$ cat src/rtl/m2v_fb_pkg.sv
// Shared constants and types for the MPEG2 frame-buffer scan-out reader:
// address field offsets, per-quad read order, and the pixel bundle.
package m2v_fb_pkg;

  localparam int OFS_SEL  = 1;
  localparam int OFS_Q    = 2;
  localparam int OFS_YLSB = 4;
  localparam int OFS_YROW = 5;
  localparam int OFS_MBX  = 8;

  // Word slots within one quad, in the order they are requested and buffered
  localparam logic [1:0] RD_L0 = 2'd0;
  localparam logic [1:0] RD_L1 = 2'd1;
  localparam logic [1:0] RD_CB = 2'd2;
  localparam logic [1:0] RD_CR = 2'd3;

  typedef struct packed {
    logic [7:0] y;
    logic [7:0] cb;
    logic [7:0] cr;
    logic       sof;
    logic       eol;
  } pix_t;

  typedef enum logic [1:0] {ST_IDLE, ST_RUN, ST_FLUSH} state_t;

endpackage

$ cat src/rtl/m2vfbread_fifo.sv
// Return-word buffer: single-word push, four-word pop, with the four head
// words exposed so a whole quad can be read without popping.
module m2vfbread_fifo #(
  parameter int DEPTH = 8
) (
  input  logic                     clk,
  input  logic                     reset_n,
  input  logic                     push,
  input  logic [15:0]              wdata,
  input  logic                     pop4,
  output logic [$clog2(DEPTH):0]   count,
  output logic [3:0][15:0]         head
);

  localparam int AW = $clog2(DEPTH);
  localparam int CW = AW + 1;

  logic [15:0]   mem [DEPTH];
  logic [AW-1:0] wr_ptr;
  logic [AW-1:0] rd_ptr;

  always_ff @(posedge clk) begin
    if (push) mem[wr_ptr] <= wdata;
  end

  always_ff @(posedge clk or negedge reset_n) begin
    if (!reset_n) begin
      wr_ptr <= '0;
      rd_ptr <= '0;
      count  <= '0;
    end else begin
      if (push) wr_ptr <= wr_ptr + AW'(1);
      if (pop4) rd_ptr <= rd_ptr + AW'(4);
      count <= count + CW'(push) - (pop4 ? CW'(4) : CW'(0));
    end
  end

  always_comb begin
    for (int i = 0; i < 4; i++) head[i] = mem[rd_ptr + AW'(i)];
  end

endmodule

$ cat src/rtl/m2vfbread.sv
// Raster scan-out reader: walks the macroblock-tiled frame buffer line by line,
// issues pipelined 16-bit reads and emits Y/Cb/Cr pixels in raster order.
module m2vfbread
  import m2v_fb_pkg::*;
#(
  parameter int MEM_WIDTH  = 21,
  parameter int MBX_WIDTH  = 6,
  parameter int MBY_WIDTH  = 5,
  parameter int FIFO_DEPTH = 8
) (
  input  logic                  clk,
  input  logic                  reset_n,
  input  logic                  start,
  input  logic                  frame,
  input  logic [MBX_WIDTH-1:0]  mbw,
  input  logic [MBY_WIDTH-1:0]  mbh,
  output logic                  busy,
  output logic                  done,
  output logic [MEM_WIDTH-1:0]  m_address,
  output logic                  m_read,
  input  logic                  m_waitrequest,
  input  logic [15:0]           m_readdata,
  input  logic                  m_readdatavalid,
  output logic [7:0]            pix_y,
  output logic [7:0]            pix_cb,
  output logic [7:0]            pix_cr,
  output logic                  pix_valid,
  input  logic                  pix_ready,
  output logic                  pix_sof,
  output logic                  pix_eol
);

  localparam int CW      = $clog2(FIFO_DEPTH) + 1;
  localparam int SW      = CW + 1;
  localparam int OFS_MBY = OFS_MBX + MBX_WIDTH;
  localparam int OFS_CHR = OFS_MBY + MBY_WIDTH;
  localparam int OFS_FRM = OFS_CHR + 1;

  state_t                state, state_nx;
  logic                  frame_r;
  logic [MBX_WIDTH-1:0]  mbw_r, mbx_last;
  logic [MBY_WIDTH-1:0]  mbh_r, mby_last;
  logic [1:0]            ird, iq, ok, oq;
  logic [3:0]            iy, oy;
  logic [MBX_WIDTH-1:0]  ibx, obx;
  logic [MBY_WIDTH-1:0]  iby, oby;
  logic [CW-1:0]         pending, fifo_count;
  logic [3:0][15:0]      head;
  logic                  active, accept, ret, xfer, pop4;
  logic                  last_req, last_pix, zero_size, done_set;
  pix_t                  pix;

  assign active    = (state != ST_IDLE);
  assign busy      = active;
  assign mbx_last  = mbw_r - MBX_WIDTH'(1);
  assign mby_last  = mbh_r - MBY_WIDTH'(1);
  assign zero_size = (mbw == '0) || (mbh == '0);

  // Credit check covers both in-flight words and words already buffered
  assign m_read = (state == ST_RUN) &&
                  (({1'b0, pending} + {1'b0, fifo_count}) < SW'(FIFO_DEPTH));
  assign accept = m_read && !m_waitrequest;
  assign ret    = m_readdatavalid && active;

  assign pix_valid = active && (fifo_count >= CW'(4));
  assign xfer      = pix_valid && pix_ready;
  assign pop4      = xfer && (ok == 2'd3);

  assign last_req = (ird == 2'd3) && (iq == 2'd3) && (iy == 4'd15) &&
                    (ibx == mbx_last) && (iby == mby_last);
  assign last_pix = (ok == 2'd3) && (oq == 2'd3) && (oy == 4'd15) &&
                    (obx == mbx_last) && (oby == mby_last);

  m2vfbread_fifo #(.DEPTH(FIFO_DEPTH)) u_fifo (
    .clk     (clk),
    .reset_n (reset_n),
    .push    (ret),
    .wdata   (m_readdata),
    .pop4    (pop4),
    .count   (fifo_count),
    .head    (head)
  );

  // Chroma words drop the line LSB so each chroma row serves a line pair
  always_comb begin
    m_address                        = '0;
    m_address[OFS_SEL]               = ird[0];
    m_address[OFS_Q +: 2]            = iq;
    m_address[OFS_YLSB]              = ird[1] ? 1'b0 : iy[0];
    m_address[OFS_YROW +: 3]         = iy[3:1];
    m_address[OFS_MBX +: MBX_WIDTH]  = ibx;
    m_address[OFS_MBY +: MBY_WIDTH]  = iby;
    m_address[OFS_CHR]               = ird[1];
    m_address[OFS_FRM]               = frame_r;
  end

  always_comb begin
    pix.y   = ok[1] ? (ok[0] ? head[RD_L1][15:8] : head[RD_L1][7:0])
                    : (ok[0] ? head[RD_L0][15:8] : head[RD_L0][7:0]);
    pix.cb  = ok[1] ? head[RD_CB][15:8] : head[RD_CB][7:0];
    pix.cr  = ok[1] ? head[RD_CR][15:8] : head[RD_CR][7:0];
    pix.sof = (ok == 2'd0) && (oq == 2'd0) && (obx == '0) && (oy == 4'd0) && (oby == '0);
    pix.eol = (ok == 2'd3) && (oq == 2'd3) && (obx == mbx_last);
    if (!pix_valid) pix = '0;
  end

  assign pix_y   = pix.y;
  assign pix_cb  = pix.cb;
  assign pix_cr  = pix.cr;
  assign pix_sof = pix.sof;
  assign pix_eol = pix.eol;

  always_ff @(posedge clk or negedge reset_n) begin
    if (!reset_n) state <= ST_IDLE;
    else          state <= state_nx;
  end

  always_comb begin
    state_nx = state;
    done_set = 1'b0;
    case (state)
      ST_IDLE: begin
        if (start) begin
          if (zero_size) done_set = 1'b1;
          else           state_nx = ST_RUN;
        end
      end
      ST_RUN:   if (accept && last_req) state_nx = ST_FLUSH;
      ST_FLUSH: state_nx = ST_FLUSH;
      default:  state_nx = ST_IDLE;
    endcase
    if (xfer && last_pix) begin
      state_nx = ST_IDLE;
      done_set = 1'b1;
    end
  end

  always_ff @(posedge clk or negedge reset_n) begin
    if (!reset_n) begin
      done    <= 1'b0;
      frame_r <= 1'b0;
      mbw_r   <= '0;
      mbh_r   <= '0;
      pending <= '0;
      ird <= '0; iq <= '0; iy <= '0; ibx <= '0; iby <= '0;
      ok  <= '0; oq <= '0; oy <= '0; obx <= '0; oby <= '0;
    end else begin
      done    <= done_set;
      pending <= pending + CW'(accept) - CW'(ret);
      if (start && !active) begin
        frame_r <= frame;
        mbw_r   <= mbw;
        mbh_r   <= mbh;
        ird <= '0; iq <= '0; iy <= '0; ibx <= '0; iby <= '0;
        ok  <= '0; oq <= '0; oy <= '0; obx <= '0; oby <= '0;
      end else begin
        if (accept) begin
          ird <= ird + 2'd1;
          if (ird == 2'd3) begin
            iq <= iq + 2'd1;
            if (iq == 2'd3) begin
              if (ibx == mbx_last) begin
                ibx <= '0;
                iy  <= iy + 4'd1;
                if (iy == 4'd15) iby <= iby + MBY_WIDTH'(1);
              end else begin
                ibx <= ibx + MBX_WIDTH'(1);
              end
            end
          end
        end
        if (xfer) begin
          ok <= ok + 2'd1;
          if (ok == 2'd3) begin
            oq <= oq + 2'd1;
            if (oq == 2'd3) begin
              if (obx == mbx_last) begin
                obx <= '0;
                oy  <= oy + 4'd1;
                if (oy == 4'd15) oby <= oby + MBY_WIDTH'(1);
              end else begin
                obx <= obx + MBX_WIDTH'(1);
              end
            end
          end
        end
      end
    end
  end

endmodule

$ cat config.mk
export PLATFORM = sky130hd
export DESIGN_NAME = m2vfbread
export DESIGN_NICKNAME = d
export VERILOG_FILES = /design/src/rtl/m2v_fb_pkg.sv /design/src/rtl/m2vfbread_fifo.sv /design/src/rtl/m2vfbread.sv
export SDC_FILE = /design/constraint.sdc
export NUM_CORES = 1
export LEC_CHECK = 0
export CAP_MARGIN = 5
export CORE_UTILIZATION = 30
export CTS_CLUSTER_SIZE = 12
export DETAILED_ROUTE_END_ITERATION = 16
export PLACE_DENSITY_LB_ADDON = 0.2
export SETUP_SLACK_MARGIN = 0.2
export SYNTH_ARGS = -nofsm -noshare
export SYNTH_HDL_FRONTEND = slang
export SYNTH_SLANG_ARGS = --single-unit
$ cat constraint.sdc
create_clock -name clk -period 3.8 [get_ports clk]
set_clock_uncertainty 0.05 [all_clocks]
set_input_delay 0.57 -clock clk [delete_from_list [all_inputs] [get_ports clk]]
set_output_delay 0.57 -clock clk [all_outputs]
set_load 0.02 [all_outputs]
**Word level (Yosys, flattened, before mapping)**

Memory sizes are Yosys's and may differ from the RTL's.
Index checks and enable logic that the tools add are counted.
Widths: inputs -> output; s select.

- Reduce and logical (&&, ||, !) cells: 53
- Shift-type cells: 0
- Div/mod/pow operators: 0
- Bitwise logic cells: 0
- $lt $le $gt $ge: 2
- $add $sub $neg: 22
- $mul: 0
- Equal/unequal tests: 15
- Mux-type cells: 61

Operator list:

| cell | count |
|---|---|
| $mux 5 | 12 |
| $mux 6 | 10 |
| $mux 4 | 10 |
| $mux 8 | 5 |
| $mux 2 | 14 |
| $mux 26 | 1 |
| $logic_and 1x1->1 | 22 |
| $reduce_bool 2->1 | 11 |
| $add 6x1->6 const B | 2 |
| $eq 6x6->1 | 2 |
| $logic_not 6->1 | 2 |
| $add 5x1->5 const B | 2 |
| $eq 2x2->1 const B | 5 |
| $eq 5x5->1 | 2 |
| $logic_not 5->1 | 2 |
| $reduce_and 5->1 | 2 |
| $reduce_and 3->1 | 3 |
| $add 2x1->2 const B | 4 |
| $add 4x1->4 | 2 |
| $add 4x1->4 const B | 2 |
| $eq 4x4->1 const B | 2 |
| $reduce_and 4->1 | 2 |
| $mux 1 | 7 |
| $add 3x1->3 const B | 2 |
| 19 further kinds | 25 |

- Word-level logic and storage cells: 173
- Memories: 1
- Memory bits (read-only): 0
- Latch bits: 0
- Output and inout port bits: 51
- Flip-flop bits (word level): 67
- RAM bits: 128

Memories:

| name | depth | bits a word | read ports | clocked after memory_dff | wr ports | RTL line | RTL |
|---|---|---|---|---|---|---|---|
| u_fifo.mem | 8 | 16 | 4 | 0 | 1 | m2vfbread_fifo.sv:18 | `logic [15:0] mem [DEPTH];` |

**Logic depth before layout (Yosys ltp)**

- Depth in word-level cells: 9
- Depth in mapped cells: 11
- Depth with buffers taken out: 11

**Cells and area by module**

From an unflattened synthesis, not the netlist that was laid out.

- Cell total of the unflattened synthesis: 705
- Area, all modules: 9547.9 sq um

Modules (own cells, without submodules):

| module | times used | seq. area each (sq um) | cells each | area each (sq um) |
|---|---|---|---|---|
| m2vfbread_fifo | 1 | 4043.9 | 241 | 5265.0 |
| m2vfbread | 1 | 1426.4 | 464 | 4282.9 |

**Least setup slack after synthesis**

Ideal clock, no wire load.

- Path type: register -> register
- Start: reg pending[3]
- End: reg pending[2]
- Required time: 3.627 ns
- Slack: 0.760 ns
- Cell stages (with the launch flop): 11
- Buffers on the path: 0
- Data arrival time: 2.868 ns
- Period minus slack after synthesis: 3.040 ns
- Cells stage by stage: dfrtp_1 > ha_1 > or4b_4 > a211oi_1 > inv_1 > ha_1 > inv_1 > ha_1 > inv_1 > fa_1 > xnor2_1

- Word-level cells in the longest chain between the ends: 6

RTL lines:

| item | RTL line | RTL |
|---|---|---|
| from (decl) | m2vfbread.sv:47 | `logic [CW-1:0] pending, fifo_count;` |
| from (signal assigned) | m2vfbread.sv:149 | `pending <= pending + CW'(accept) - CW'(ret);` |
| $add 4x4->5 | m2vfbread.sv:61 | `(({1'b0, pending} + {1'b0, fifo_count}) < SW'(FIFO_DEPTH));` |
| $lt 5x4->1 | m2vfbread.sv:61 |  |
| $logic_and 1x1->1 | m2vfbread.sv:60 | `assign m_read = (state == ST_RUN) &&` |
| $logic_and 1x1->1 | m2vfbread.sv:62 | `assign accept = m_read && !m_waitrequest;` |
| $add 4x1->4 | m2vfbread.sv:149 |  |
| $sub 4x1->4 | m2vfbread.sv:149 |  |

Every way passes these cells.
A chain may end at the register's enable or synchronous reset.

**Worst setup path after layout**

- Start: reg state[1]
- End: out pix_cr[2]

- Word-level cells in the longest chain between the ends: 3

RTL lines:

| item | RTL line | RTL |
|---|---|---|
| from (decl) | m2vfbread.sv:39 | `state_t state, state_nx;` |
| from (signal assigned) | m2vfbread.sv:115 | `else state <= state_nx;` |
| $reduce_bool 2->1 | m2vfbread.sv:53 | `assign active = (state != ST_IDLE);` |
| $logic_and 1x1->1 | m2vfbread.sv:65 | `assign pix_valid = active && (fifo_count >= CW'(4));` |
| $mux 26 | m2vfbread.sv:104 | `if (!pix_valid) pix = '0;` |
| to (decl) | m2vfbread.sv:26 | `output logic [7:0] pix_cr,` |

Every way passes these cells.

==> results by group <==
Status
  • Status: finished clean

Worst setup path
  • Reg2Reg Capture Point: iby[2]
  • Crit path largest cell delay: 0.54 ns
  • CP Cell Sequence: inv_1 -> ha_1 -> inv_1 -> o21ai_1 -> buf_4 -> clkinvlp_4 -> buf_4 -> and2_1 -> clkdlybuf4s50_1
  • CP Capture Type: output port
  • Critical path's slowest cell: clkdlybuf4s50_1
  • Reg2Reg Depth: 7
  • CP Data Required Time: 3.18 ns
  • Worst-path maximum fanout: 13
  • Flop2flop setup slack: 0.73 ns
  • Startpoint types: flip-flop
  • R2R Path Start: pending[3]
  • Setup crit end: pix_cr[2]
  • Critical path class: reg -> out
  • Crit path DAT: 2.79 ns
  • Worst setup path start: state[1]

STA
  • Final hold vios: 0
  • Setup WS post-layout: 0.387 ns
  • Relative slew slack: 24.8%
  • Crit path time final: 3.41 ns
  • Hold_ws: 0.297 ns
  • # setup viols final: 0
  • Maximum clock rate: 0.293 GHz
  • RSZ-0062 raised after global routing: no
  • Setup TNS: 0 ns
  • Slew @ Worst Pin: 1.13 ns
  • Period utilization: 89.8%
  • Final Max Slew Viols: 0

Yosys
  • Synthesized instance count: 657
  • Primary FF master, synth: edfxtp_1
  • Asr flop ratio synth: 33.7%
  • Most frequent cell after synthesis: edfxtp_1
  • Synth top area share: 42.3%
  • Synthesized cell area: 9090 µm²
  • Syn nets: 725
  • YS warnings: 0
  • Synth top area cells: edfxtp_1 42%, dfrtp_1 18%, mux4_2 7.9%
  • Avg Inst Size Synth: 13.8 µm²
  • Post-synth top cells: 128 x edfxtp_1, 75 x nand2_1, 65 x dfrtp_1
  • Seq cells post-synth: 193
  • Unique cell type count in the Yosys netlist: 67
  • Seq/Total Area, Yosys: 60.1%
  • EDFF count, synth: 128
  • Area leader, netlist: edfxtp_1

Clock tree
  • Clk sink count: 193
  • Clock transition at path regs: 0.08 ns
  • Latest clock arrival within the worst-skew pair: 0.43 ns
  • Maximum clock path buffer count: 2
  • CTS tree: done
  • Post-CTS Resized: 2
  • Root Driver: clkbuf_16
  • Hold buffer count at CTS: 0
  • CTS H-tree lvls: 4
  • CTS Buf Count: 17
  • # Post-CTS Setup Buffers: 0

Placed design
  • Setup WS pre-CTS: 0.638 ns
  • Hpwl dp: 13.6 mm
  • Number of port buffers: 83
  • Cell area after placement: 10400 µm²
  • GPL Wtd Cong: 0.807

Routing
  • ANT nets after route: 0
  • 1st-pass router iterations: 4
  • Routed length per instance: 17.5 µm
  • DRC Markers: 0
  • Via/cell ratio: 4.84
  • Via count: 5570
  • DRT Wirelength: 20.2 mm
  • Drt first-iter violations: 289

Power
  • Pleak: 4.14 nW
  • Power per cell area: 688 nW/µm²
  • VDD IR max: 286 µV
  • Final Total Pwr: 7.57 mW

Floorplanning
  • DIE HEIGHT: 176 µm
  • Num rows: 63
  • Die area: 31000 µm²
  • I/O pin total: 85
  • Core ar.: 29700 µm²
  • Initial Util: 30.6%
  • Chip width: 176 µm

Layout
  • Layout cells sized above 1: 13.9%
  • Final Cell Area: 11000 µm²
  • Layout Nets: 815
  • Fillcell total: 2829
  • P&R area growth vs syn: 21.0%

Min path
  • Hold Path Class: in -> async

Global routing
  • Antenna violations before repair: 1
  • First-pass GRT wire length: 32.2 mm
  • Largest net degree at the start of global routing: 49
  • Gr ovfl total: 0
  • GRT Overall Usage: 13.7%
  • Vias in the first global route: 5769

Flow run
  • Max Cap Violations: 0
## area by class of cell
cell class	instances	area [µm²]	area share [%]
antenna	1	2.50	0.0227
clock buffer	18	429	3.90
clock inverter	14	178	1.61
inverter	34	131	1.19
multi-input combinational	399	3340	30.3
sequential	193	5470	49.7
tap	390	488	4.43
timing repair buffer	102	967	8.79
## where the power goes
| group | total (mW) | switching [mW] | internal, mW |
|---|---|---|---|
| Sequential | 2.87 | 0.278 | 2.59 |
| Clock | 1.82 | 0.918 | 0.900 |
| Combinational | 2.89 | 1.52 | 1.37 |
| Total | 7.57 | 2.72 | 4.86 |
## cells in the final DEF, fill, tap and decap left out, types with 11 or more instances in the layout
| master | instances |
|---|---|
| mux4_2 | 32 |
| xor2_1 | 13 |
| xnor2_1 | 24 |
| clkbuf_16 | 17 |
| edfxtp_1 | 128 |
| ha_1 | 33 |
| and2_1 | 17 |
| mux2i_1 | 11 |
| o21ai_0 | 17 |
| nor2_1 | 30 |
| inv_1 | 32 |
| buf_4 | 19 |
| clkdlybuf4s50_1 | 81 |
| nand3_1 | 15 |
| nand2_1 | 75 |
| a21oi_1 | 16 |
| dfrtp_1 | 64 |
## worst max-delay path: cells and delay by family (launching register included)
family / cells / cell delay [ns]
flops: 1 / 0.39
simple gates: 1 / 0.16
fa+ha+maj: 1 / 0.23
buf+inv: 6 / 1.47
compound gates: 1 / 0.09
## logic make-up after synthesis
| kind of cell | share of synthesized area (%) |
|---|---|
| muxes | 9.26 |
| AOI/OAI and AO/OA | 5.60 |
| xor gates and xnor gates | 5.09 |
| adders and majority gates | 4.76 |
| buffers and inverters | 3.34 |
| and+or+nand+nor | 11.8 |
| DFF | 60.1 |
| other | 0.0412 |
## registers in the layout, indices dropped and copies added (netlist names), 4 cells and up
register	flops
u_fifo.mem	128
mbh_r	5
oy	4
mbw_r	6
u_fifo.count	4
iy	4
obx	6
oby	5
pending	4
ibx	6
iby	5
## layer usage
layer  GRT usage [%]  part of all wire [%]  wire, µm  vias up
met5               0                     0         0        -
met4            4.09                   1.6       315        0
met3            2.61                   3.9       795       22
met2            23.0                    50     10000      122
met1            17.8                    45      9030     2824
li1                -                     -         -     2602
## through the flow
step | std cells | util [%]
after global placement | 1118 | 35.0
after CTS | 1150 | 37.0
final | 1151 | 37.0
after floorplan | 657 | -
after global routing | 1151 | 37.0
after detailed placement | 1118 | 35.0
## worst min-delay path by stage
stage | startpoint | endpoint | slack (ns) | cells after the start
5_1_grt | reset_n | iq[0] | 0.40 | 1
2_1_floorplan | reset_n | done | 0.22 | 0
3_3_place_gp | frame_r | frame_r | 0.41 | 2
3_5_place_dp | frame_r | frame_r | 0.42 | 2
6_report | reset_n | iq[0] | 0.30 | 1
4_1_cts | reset_n | iq[0] | 0.34 | 1
(Power assumes the default switching activity.)
